==> src/rtl/iommu_ddtc_ctrl.sv <==
// Device-directory translation cache controller: arbitrates two lookup requesters, walks on miss, fills, and services invalidations.
// Define IOMMU_DDTC_CTRL_PERF_EN to add saturating hit/miss counters (hit_cnt_o, miss_cnt_o).
module iommu_ddtc_ctrl #(
    parameter int DEV_ID_W = 24,
    parameter int CNT_W    = 32
) (
    input  logic                  clk,
    input  logic                  rst_n,
    input  logic [1:0]            req_valid_i,
    output logic [1:0]            req_ready_o,
    input  logic [2*DEV_ID_W-1:0] req_device_id_i,
    output logic [1:0]            rsp_valid_o,
    input  logic [1:0]            rsp_ready_i,
    output logic                  rsp_hit_o,
    output logic                  rsp_fault_o,
    output logic                  ddtc_lookup_o,
    output logic                  ddtc_fill_o,
    output logic                  ddtc_inval_o,
    output logic [DEV_ID_W-1:0]   ddtc_device_id_o,
    input  logic                  ddtc_lkup_fill_done_i,
    input  logic                  ddtc_hit_i,
    input  logic                  ddtc_inval_done_i,
    output logic [DEV_ID_W-1:0]   ddtc_inval_did_o,
    output logic                  ddtc_inval_dv_o,
    output logic                  walk_req_o,
    output logic [DEV_ID_W-1:0]   walk_device_id_o,
    input  logic                  walk_done_i,
    input  logic                  walk_fault_i,
    input  logic                  inval_req_i,
    input  logic                  inval_dv_i,
    input  logic [DEV_ID_W-1:0]   inval_did_i,
    output logic                  inval_ack_o
`ifdef IOMMU_DDTC_CTRL_PERF_EN
    ,
    output logic [CNT_W-1:0]      hit_cnt_o,
    output logic [CNT_W-1:0]      miss_cnt_o
`endif
);

    if (DEV_ID_W < 1 || CNT_W < 1) begin : g_param_check
        $error("iommu_ddtc_ctrl: DEV_ID_W and CNT_W must be positive");
    end

    typedef enum logic [2:0] {IDLE, LOOKUP, WALK, FILL, RESP, INVAL} state_t;

    state_t                state_q, state_d;
    logic                  grant_q, grant_d;
    logic                  rr_q, rr_d;
    logic                  stale_q, stale_d;
    logic [DEV_ID_W-1:0]   dev_id_q, dev_id_d;
    logic                  lookup_q, lookup_d;
    logic                  fill_q, fill_d;
    logic                  inval_q, inval_d;
    logic                  walk_q, walk_d;
    logic [1:0]            rsp_valid_q, rsp_valid_d;
    logic                  hit_q, hit_d;
    logic                  fault_q, fault_d;
    logic                  ack_q, ack_d;
    logic                  inval_dv_q, inval_dv_d;
    logic [DEV_ID_W-1:0]   inval_did_q, inval_did_d;
    logic [DEV_ID_W-1:0]   ddtc_id_q, ddtc_id_d;
    logic [DEV_ID_W-1:0]   walk_id_q, walk_id_d;

    logic                  gnt;
    logic [DEV_ID_W-1:0]   gnt_id;
    logic                  stale_hit;

`ifdef IOMMU_DDTC_CTRL_PERF_EN
    logic [CNT_W-1:0]      hit_cnt_q, hit_cnt_d;
    logic [CNT_W-1:0]      miss_cnt_q, miss_cnt_d;

    function automatic logic [CNT_W-1:0] sat_inc(input logic [CNT_W-1:0] v);
        return (&v) ? v : v + 1'b1;
    endfunction
`endif

    // With both requesters valid the pointer decides; otherwise the lone requester wins.
    assign gnt       = (req_valid_i == 2'b11) ? rr_q : req_valid_i[1];
    assign gnt_id    = gnt ? req_device_id_i[DEV_ID_W +: DEV_ID_W] : req_device_id_i[0 +: DEV_ID_W];
    assign stale_hit = inval_req_i && (!inval_dv_i || (inval_did_i == dev_id_q));

    always_comb begin
        state_d     = state_q;
        grant_d     = grant_q;
        rr_d        = rr_q;
        stale_d     = stale_q;
        dev_id_d    = dev_id_q;
        lookup_d    = 1'b0;
        fill_d      = 1'b0;
        inval_d     = 1'b0;
        walk_d      = 1'b0;
        rsp_valid_d = 2'b00;
        hit_d       = hit_q;
        fault_d     = fault_q;
        ack_d       = 1'b0;
        inval_dv_d  = 1'b0;
        inval_did_d = '0;
        ddtc_id_d   = '0;
        walk_id_d   = '0;
        req_ready_o = 2'b00;
`ifdef IOMMU_DDTC_CTRL_PERF_EN
        hit_cnt_d   = hit_cnt_q;
        miss_cnt_d  = miss_cnt_q;
`endif
        case (state_q)
            IDLE: begin
                // The invalidation requester drops its request only after seeing the ack, so that cycle is skipped.
                if (ack_q) begin
                    state_d = IDLE;
                end else if (inval_req_i) begin
                    state_d     = INVAL;
                    inval_d     = 1'b1;
                    inval_dv_d  = inval_dv_i;
                    inval_did_d = inval_did_i;
                end else if (|req_valid_i) begin
                    req_ready_o[gnt] = 1'b1;
                    grant_d   = gnt;
                    rr_d      = ~gnt;
                    dev_id_d  = gnt_id;
                    stale_d   = 1'b0;
                    state_d   = LOOKUP;
                    lookup_d  = 1'b1;
                    ddtc_id_d = gnt_id;
                end
            end
            LOOKUP: begin
                if (ddtc_lkup_fill_done_i) begin
`ifdef IOMMU_DDTC_CTRL_PERF_EN
                    if (ddtc_hit_i) hit_cnt_d = sat_inc(hit_cnt_q);
                    else            miss_cnt_d = sat_inc(miss_cnt_q);
`endif
                    if (ddtc_hit_i) begin
                        state_d              = RESP;
                        rsp_valid_d[grant_q] = 1'b1;
                        hit_d                = 1'b1;
                        fault_d              = 1'b0;
                    end else begin
                        state_d   = WALK;
                        walk_d    = 1'b1;
                        walk_id_d = dev_id_q;
                    end
                end else begin
                    lookup_d  = 1'b1;
                    ddtc_id_d = dev_id_q;
                end
            end
            WALK: begin
                if (stale_hit) stale_d = 1'b1;
                if (walk_done_i) begin
                    if (walk_fault_i || stale_q || stale_hit) begin
                        state_d              = RESP;
                        rsp_valid_d[grant_q] = 1'b1;
                        hit_d                = 1'b0;
                        fault_d              = walk_fault_i;
                    end else begin
                        state_d   = FILL;
                        fill_d    = 1'b1;
                        ddtc_id_d = dev_id_q;
                    end
                end else begin
                    walk_d    = 1'b1;
                    walk_id_d = dev_id_q;
                end
            end
            FILL: begin
                if (ddtc_lkup_fill_done_i) begin
                    state_d              = RESP;
                    rsp_valid_d[grant_q] = 1'b1;
                    hit_d                = 1'b0;
                    fault_d              = 1'b0;
                end else begin
                    fill_d    = 1'b1;
                    ddtc_id_d = dev_id_q;
                end
            end
            RESP: begin
                if (rsp_ready_i[grant_q]) begin
                    state_d = IDLE;
                    hit_d   = 1'b0;
                    fault_d = 1'b0;
                end else begin
                    rsp_valid_d[grant_q] = 1'b1;
                end
            end
            INVAL: begin
                if (ddtc_inval_done_i) begin
                    state_d = IDLE;
                    ack_d   = 1'b1;
                end else begin
                    inval_d     = 1'b1;
                    inval_dv_d  = inval_dv_i;
                    inval_did_d = inval_did_i;
                end
            end
            default: state_d = IDLE;
        endcase
    end

    always_ff @(posedge clk or negedge rst_n) begin
        if (!rst_n) begin
            state_q     <= IDLE;
            grant_q     <= 1'b0;
            rr_q        <= 1'b0;
            stale_q     <= 1'b0;
            dev_id_q    <= '0;
            lookup_q    <= 1'b0;
            fill_q      <= 1'b0;
            inval_q     <= 1'b0;
            walk_q      <= 1'b0;
            rsp_valid_q <= 2'b00;
            hit_q       <= 1'b0;
            fault_q     <= 1'b0;
            ack_q       <= 1'b0;
            inval_dv_q  <= 1'b0;
            inval_did_q <= '0;
            ddtc_id_q   <= '0;
            walk_id_q   <= '0;
`ifdef IOMMU_DDTC_CTRL_PERF_EN
            hit_cnt_q   <= '0;
            miss_cnt_q  <= '0;
`endif
        end else begin
            state_q     <= state_d;
            grant_q     <= grant_d;
            rr_q        <= rr_d;
            stale_q     <= stale_d;
            dev_id_q    <= dev_id_d;
            lookup_q    <= lookup_d;
            fill_q      <= fill_d;
            inval_q     <= inval_d;
            walk_q      <= walk_d;
            rsp_valid_q <= rsp_valid_d;
            hit_q       <= hit_d;
            fault_q     <= fault_d;
            ack_q       <= ack_d;
            inval_dv_q  <= inval_dv_d;
            inval_did_q <= inval_did_d;
            ddtc_id_q   <= ddtc_id_d;
            walk_id_q   <= walk_id_d;
`ifdef IOMMU_DDTC_CTRL_PERF_EN
            hit_cnt_q   <= hit_cnt_d;
            miss_cnt_q  <= miss_cnt_d;
`endif
        end
    end

    assign rsp_valid_o      = rsp_valid_q;
    assign rsp_hit_o        = hit_q;
    assign rsp_fault_o      = fault_q;
    assign ddtc_lookup_o    = lookup_q;
    assign ddtc_fill_o      = fill_q;
    assign ddtc_inval_o     = inval_q;
    assign ddtc_device_id_o = ddtc_id_q;
    assign ddtc_inval_dv_o  = inval_dv_q;
    assign ddtc_inval_did_o = inval_did_q;
    assign walk_req_o       = walk_q;
    assign walk_device_id_o = walk_id_q;
    assign inval_ack_o      = ack_q;
`ifdef IOMMU_DDTC_CTRL_PERF_EN
    assign hit_cnt_o        = hit_cnt_q;
    assign miss_cnt_o       = miss_cnt_q;
`endif

endmodule

==> config.mk <==
export PLATFORM = sky130hd
export DESIGN_NAME = iommu_ddtc_ctrl
export DESIGN_NICKNAME = d
export VERILOG_FILES = /design/src/rtl/iommu_ddtc_ctrl.sv
export SDC_FILE = /design/constraint.sdc
export NUM_CORES = 1
export LEC_CHECK = 0
export BUFFER_PORTS_ARGS = -buffer_cell sky130_fd_sc_hd__buf_2
export CAP_MARGIN = 20
export CORE_MARGIN = 1.5
export CORE_UTILIZATION = 44
export CTS_CLUSTER_SIZE = 24
export DETAILED_ROUTE_END_ITERATION = 8
export PLACE_DENSITY = 0.69
export SETUP_SLACK_MARGIN = 0.5
export SYNTH_ARGS = -nofsm -noshare
export SYNTH_HDL_FRONTEND = slang
export SYNTH_SLANG_ARGS = --single-unit
export TNS_END_PERCENT = 10
==> constraint.sdc <==
create_clock -name clk -period 4.7 [get_ports clk]
set_clock_uncertainty 0.15 [all_clocks]
set_input_delay 0.47 -clock clk [delete_from_list [all_inputs] [get_ports clk]]
set_output_delay 0.47 -clock clk [all_outputs]
set_load 0.02 [all_outputs]
# After elaboration in Yosys (flattened, before gate mapping)

Index checks and enable logic that the tools add are counted.

Order comparisons: 4
Equality and inequality tests: 19
Muxes and demuxes: 84
Bitwise operators: 3
Reductions and logical operators: 16

Operators by type and width:

| operator           | number |
|---|---|
| $mux 24            | 13 |
| $pmux 24 s2        | 2 |
| $pmux 24 s3        | 1 |
| $mux 1             | 36 |
| $mux 3             | 10 |
| $eq 24x24->1       | 1 |
| $ne 2x2->1 const B | 11 |
| $mux 2             | 10 |
| $pmux 3 s6         | 1 |
| $pmux 1 s2         | 6 |
| $pmux 1 s4         | 2 |
| $pmux 2 s4         | 1 |
| $reduce_and 7->1   | 1 |
| $eq 3x2->1 const B | 2 |
| $eq 3x3->1 const B | 2 |
| $reduce_and 6->1   | 1 |
| $reduce_and 5->1   | 1 |
| $lt 1x2->1 const B | 2 |
| $ne 4x4->1 const B | 1 |
| $reduce_and 4->1   | 1 |
| $reduce_bool 4->1  | 1 |
| $reduce_or 2->1    | 2 |
| $eq 3x1->1 const B | 1 |
| $logic_and 1x1->1  | 3 |
| 8 further kinds    | 14 |

Register bits after elaboration: 112
Input port bits: 85
Output and inout port bits: 84
Logic and storage cells: 143

# Longest topological paths before layout

Depth in word-level cells: 10
Mapped depth: 8
Gate-level depth less buffers: 6

# Worst setup path before layout

OpenSTA, ideal clock, no wires.

Path kind: register to output
Start: register state_q[0]
End: output req_ready_o[1]
Arrival: 1,591 ps
Data required time: 4,080 ps
Slack: 2,489 ps
Cell stages (with the launch flop): 5
Path buffers: 2
Path through: dfrtp_1 -> buf_6 -> or4_4 -> nor3_2 -> buf_6

Word-level cells in the longest chain between the ends: 2

RTL lines:

| element                  | RTL line | text |
|---|---|---|
| start: declaration       | 46       | `state_t state_q, state_d;` |
| start signal: assignment | 223      | `state_q <= state_d;` |
| $logic_not 3->1          | 105      | `case (state_q)` |
| $mux 2                   | 105      |  |
| end: declaration         | 10       | `output logic [1:0] req_ready_o,` |

Every way passes these cells.

# Worst setup path after layout

Start: register state_q[1]
End: output req_ready_o[0]

Same word-level chain as after synthesis.

==> flow_summary.toml <==
[run_status]
status = "finished clean"

[worst_setup_path]
r2r-end = "ddtc_device_id_o[5]$_DFF_PN0_"
cp.arrival_ns = 2.96
path_buf_inv = 1
crit_family = "simple AND/OR/NAND/NOR gates"
slowest_stage = "nor2b_4"
crit_path_start_kind = "register"
worst_setup_path_end_kind = "primary output"
crit_type = "reg -> out"
worstSetupPathDepth = 5
endpoint = "req_ready_o[0]"
required_ns = 4.08
path_cells = "or4_4 > nor2_4 > o21ai_4 > nor2b_4 > buf_2"
startpoint = "state_q[1]$_DFFE_PN0P_"
r2r-start = "state_q[1]$_DFFE_PN0P_"
slowest_delay_ns = 0.70
reg2reg_depth = 6
crit_fanout = 32
regToRegSetupSlack_ns = 1.79

[power]
power_mw = 3.20
p_leak_nw = 3.34
power.density_nw_per_um2 = 556
vdd_drop_max_v = 0.000245

[drt]
viasPerCell = 5.03
vias = 3332
dr.pass1.iters = 4
drt_wl_total_mm = 11.0
avgRoutedWirePerCell_um = 16.6
drt_iter0_markers = 168
ant_nets = 0
drc = 0

[synth]
yosysWarnings = 0
async_flop_share = 1.00
synth_edf_count = 0
synth_cells = 356
yosysSeqAreaShare = 0.610
ys_ff_latch = 112
ys.flop_type = "dfrtp_1"
synth_fp_nets = 441
syn-cell-area_um2 = 4600
syn_area_per_cell_um2 = 12.9
ys_types = 44

[global_routing]
grt-ovfl-total = 0
grt_start_max_net_pins = 88
grt_antenna_before_repair = 0
grtUsageTotal = 0.204
grt_pass1_wl_mm = 17.3
grt_pass1_vias = 3311

[cells_and_area]
antenna_cells = 0
finalNetCount = 608
finish.utilization = 0.563
stdcell_area_um2 = 5760
drive_above_1_share = 0.427
layout-area-overhead-vs-synth_pct = 25.3

[cts]
cts_resized = 0
cts_max_path_buffers = 2
cts_setup_buffers = 0
ctsRootBufferMaster = "clkbuf_8"
htreeDepth = 3
tritoncts.num_buffers = 9
worstSkewPairLatency_ns = 0.36
clkTransAtPathRegs_ns = 0.11
clkSinkCount = 112
cts_tree = "built"

[run]
cap_violations = 0

[sta]
finalSetupViolCount = 0
slew_viol_final = 0
timing.final.hold_violations = 0
post-route-period-util = 0.762
finalSetupTns_ns = 0
rsz0062_at_grt = "no"
fmax_mhz = 279
worst_slew_pin_slew_ns = 1.06
relSlewSlack = 0.293
min_period_ns = 3.58

[place]
hpwl_mm = 7.79
portBuffers = 168
gp_congestion = 0.855
place_area_um2 = 5540

[floorplanning]
die_y_um = 105
core-area_um2 = 10200
initial_utilization = 0.449
row_count = 37
ios = 169
die_w_um = 105
fp.dieArea_um2 = 11100

[worst_hold_path]
hold_path.class = "in -> reg"
==> placed cells by master, fill, tap and decap left out, types with 6 or more instances in the layout <==
cell type	count
clkbuf_8	11
a22o_2	11
nor2_1	14
and2_1	50
a21o_1	42
nand2_1	10
nand4_1	6
buf_2	167
a22o_4	9
a21o_2	9
dfrtp_1	112
xnor2_1	24
==> layer usage <==
layer,track usage,part of all wire
met2,0.329,0.48
met3,0.0387,0.053
met5,0,0
met4,0.0665,0.015
met1,0.279,0.45
==> power by group <==
group	total, mW	internal, mW	switching (mW)	leakage (nW)
clock network	0.526	0.220	0.306	0.0914
registers	1.46	1.26	0.207	1.49
logic	1.21	0.517	0.691	1.76
total	3.20	2.00	1.20	3.34
==> how the worst min path moves through the flow <==
stage	from	to	slack (ns)	cells past startpoint
finish	inval_did_i[9]	ddtc_inval_did_o[9]$_DFF_PN0_	0.19	2
global route	inval_did_i[14]	ddtc_inval_did_o[14]$_DFF_PN0_	0.19	2
CTS	inval_did_i[14]	ddtc_inval_did_o[14]$_DFF_PN0_	0.18	2
detailed placement	rsp_fault_o$_DFFE_PN0P_	rsp_fault_o$_DFFE_PN0P_	0.32	1
global placement	rsp_fault_o$_DFFE_PN0P_	rsp_fault_o$_DFFE_PN0P_	0.32	1
floorplan	rst_n	ddtc_device_id_o[0]$_DFF_PN0_	0.02	0
==> Yosys cell counts (2+ instances only) <==
cell type | count | area, µm²
a22o_4 | 9 | 158
a21o_1 | 42 | 315
a21oi_1 | 4 | 20.0
nor3_1 | 4 | 20.0
nor2_1 | 16 | 60.1
a21o_2 | 9 | 78.8
buf_4 | 2 | 15.0
nand2_1 | 10 | 37.5
a31oi_1 | 3 | 18.8
inv_1 | 3 | 11.3
nor2b_1 | 2 | 12.5
xnor2_1 | 24 | 210
and2_1 | 50 | 313
nand3_1 | 2 | 10.0
nand4_1 | 6 | 37.5
a22o_2 | 11 | 110
o21ai_0 | 4 | 20.0
nor4_1 | 2 | 12.5
dfrtp_1 | 112 | 2800
clkbuf_1 | 9 | 33.8
mux2i_1 | 4 | 40.0
buf_6 | 5 | 56.3
o2bb2ai_1 | 2 | 17.5
==> layout make-up <==
type	instances	area (µm²)
sequential	112	2800
inverter	3	11.3
clock buffer	11	151
tap	136	170
timing repair buffer	172	896
multi-input combinational	225	1700
fill	919	4470
clock inverter	4	30.0
==> registers in the layout, indices dropped and copies added, names as in the netlist <==
register,flops
dev_id_q,24
ddtc_inval_did_o,24
rsp_valid_o,2
ddtc_fill_o,1
ddtc_lookup_o,1
ddtc_device_id_o,24
ddtc_inval_o,1
grant_q,1
rr_q,1
walk_device_id_o,24
inval_ack_o,1
state_q,3
stale_q,1
ddtc_inval_dv_o,1
walk_req_o,1
rsp_hit_o,1
rsp_fault_o,1
==> per-stage QoR <==
| step | cells | worst slack (ns) | hold slack [ns] |
|---|---|---|---|
| after global routing | 663 | 0.990 | 0.188 |
| after CTS | 661 | 1.09 | 0.181 |
| after floorplan | 356 | 2.49 | 0.0244 |
| after detailed placement | 646 | 1.52 | 0.318 |
| after global placement | 646 | 1.59 | 0.319 |
| final | 663 | 1.12 | 0.192 |
==> cells by family (layout without fill, tap and decap cells) <==
kind of cell	Yosys count	count (layout)	share of synthesized area
flops	112	112	0.610
compound gates	96	96	0.183
buf+inv	19	190	0.0253
simple gates	100	100	0.125
xor+xnor	24	24	0.0457
mux	5	5	0.0112
==> repair_timing <==
action,4_1_cts,5_1_grt
hold endpoints to repair,0,36
hold buffers,0,1
endpoints found under the setup margin,0,0
No activity file was read; power rests on OpenSTA's default activity.
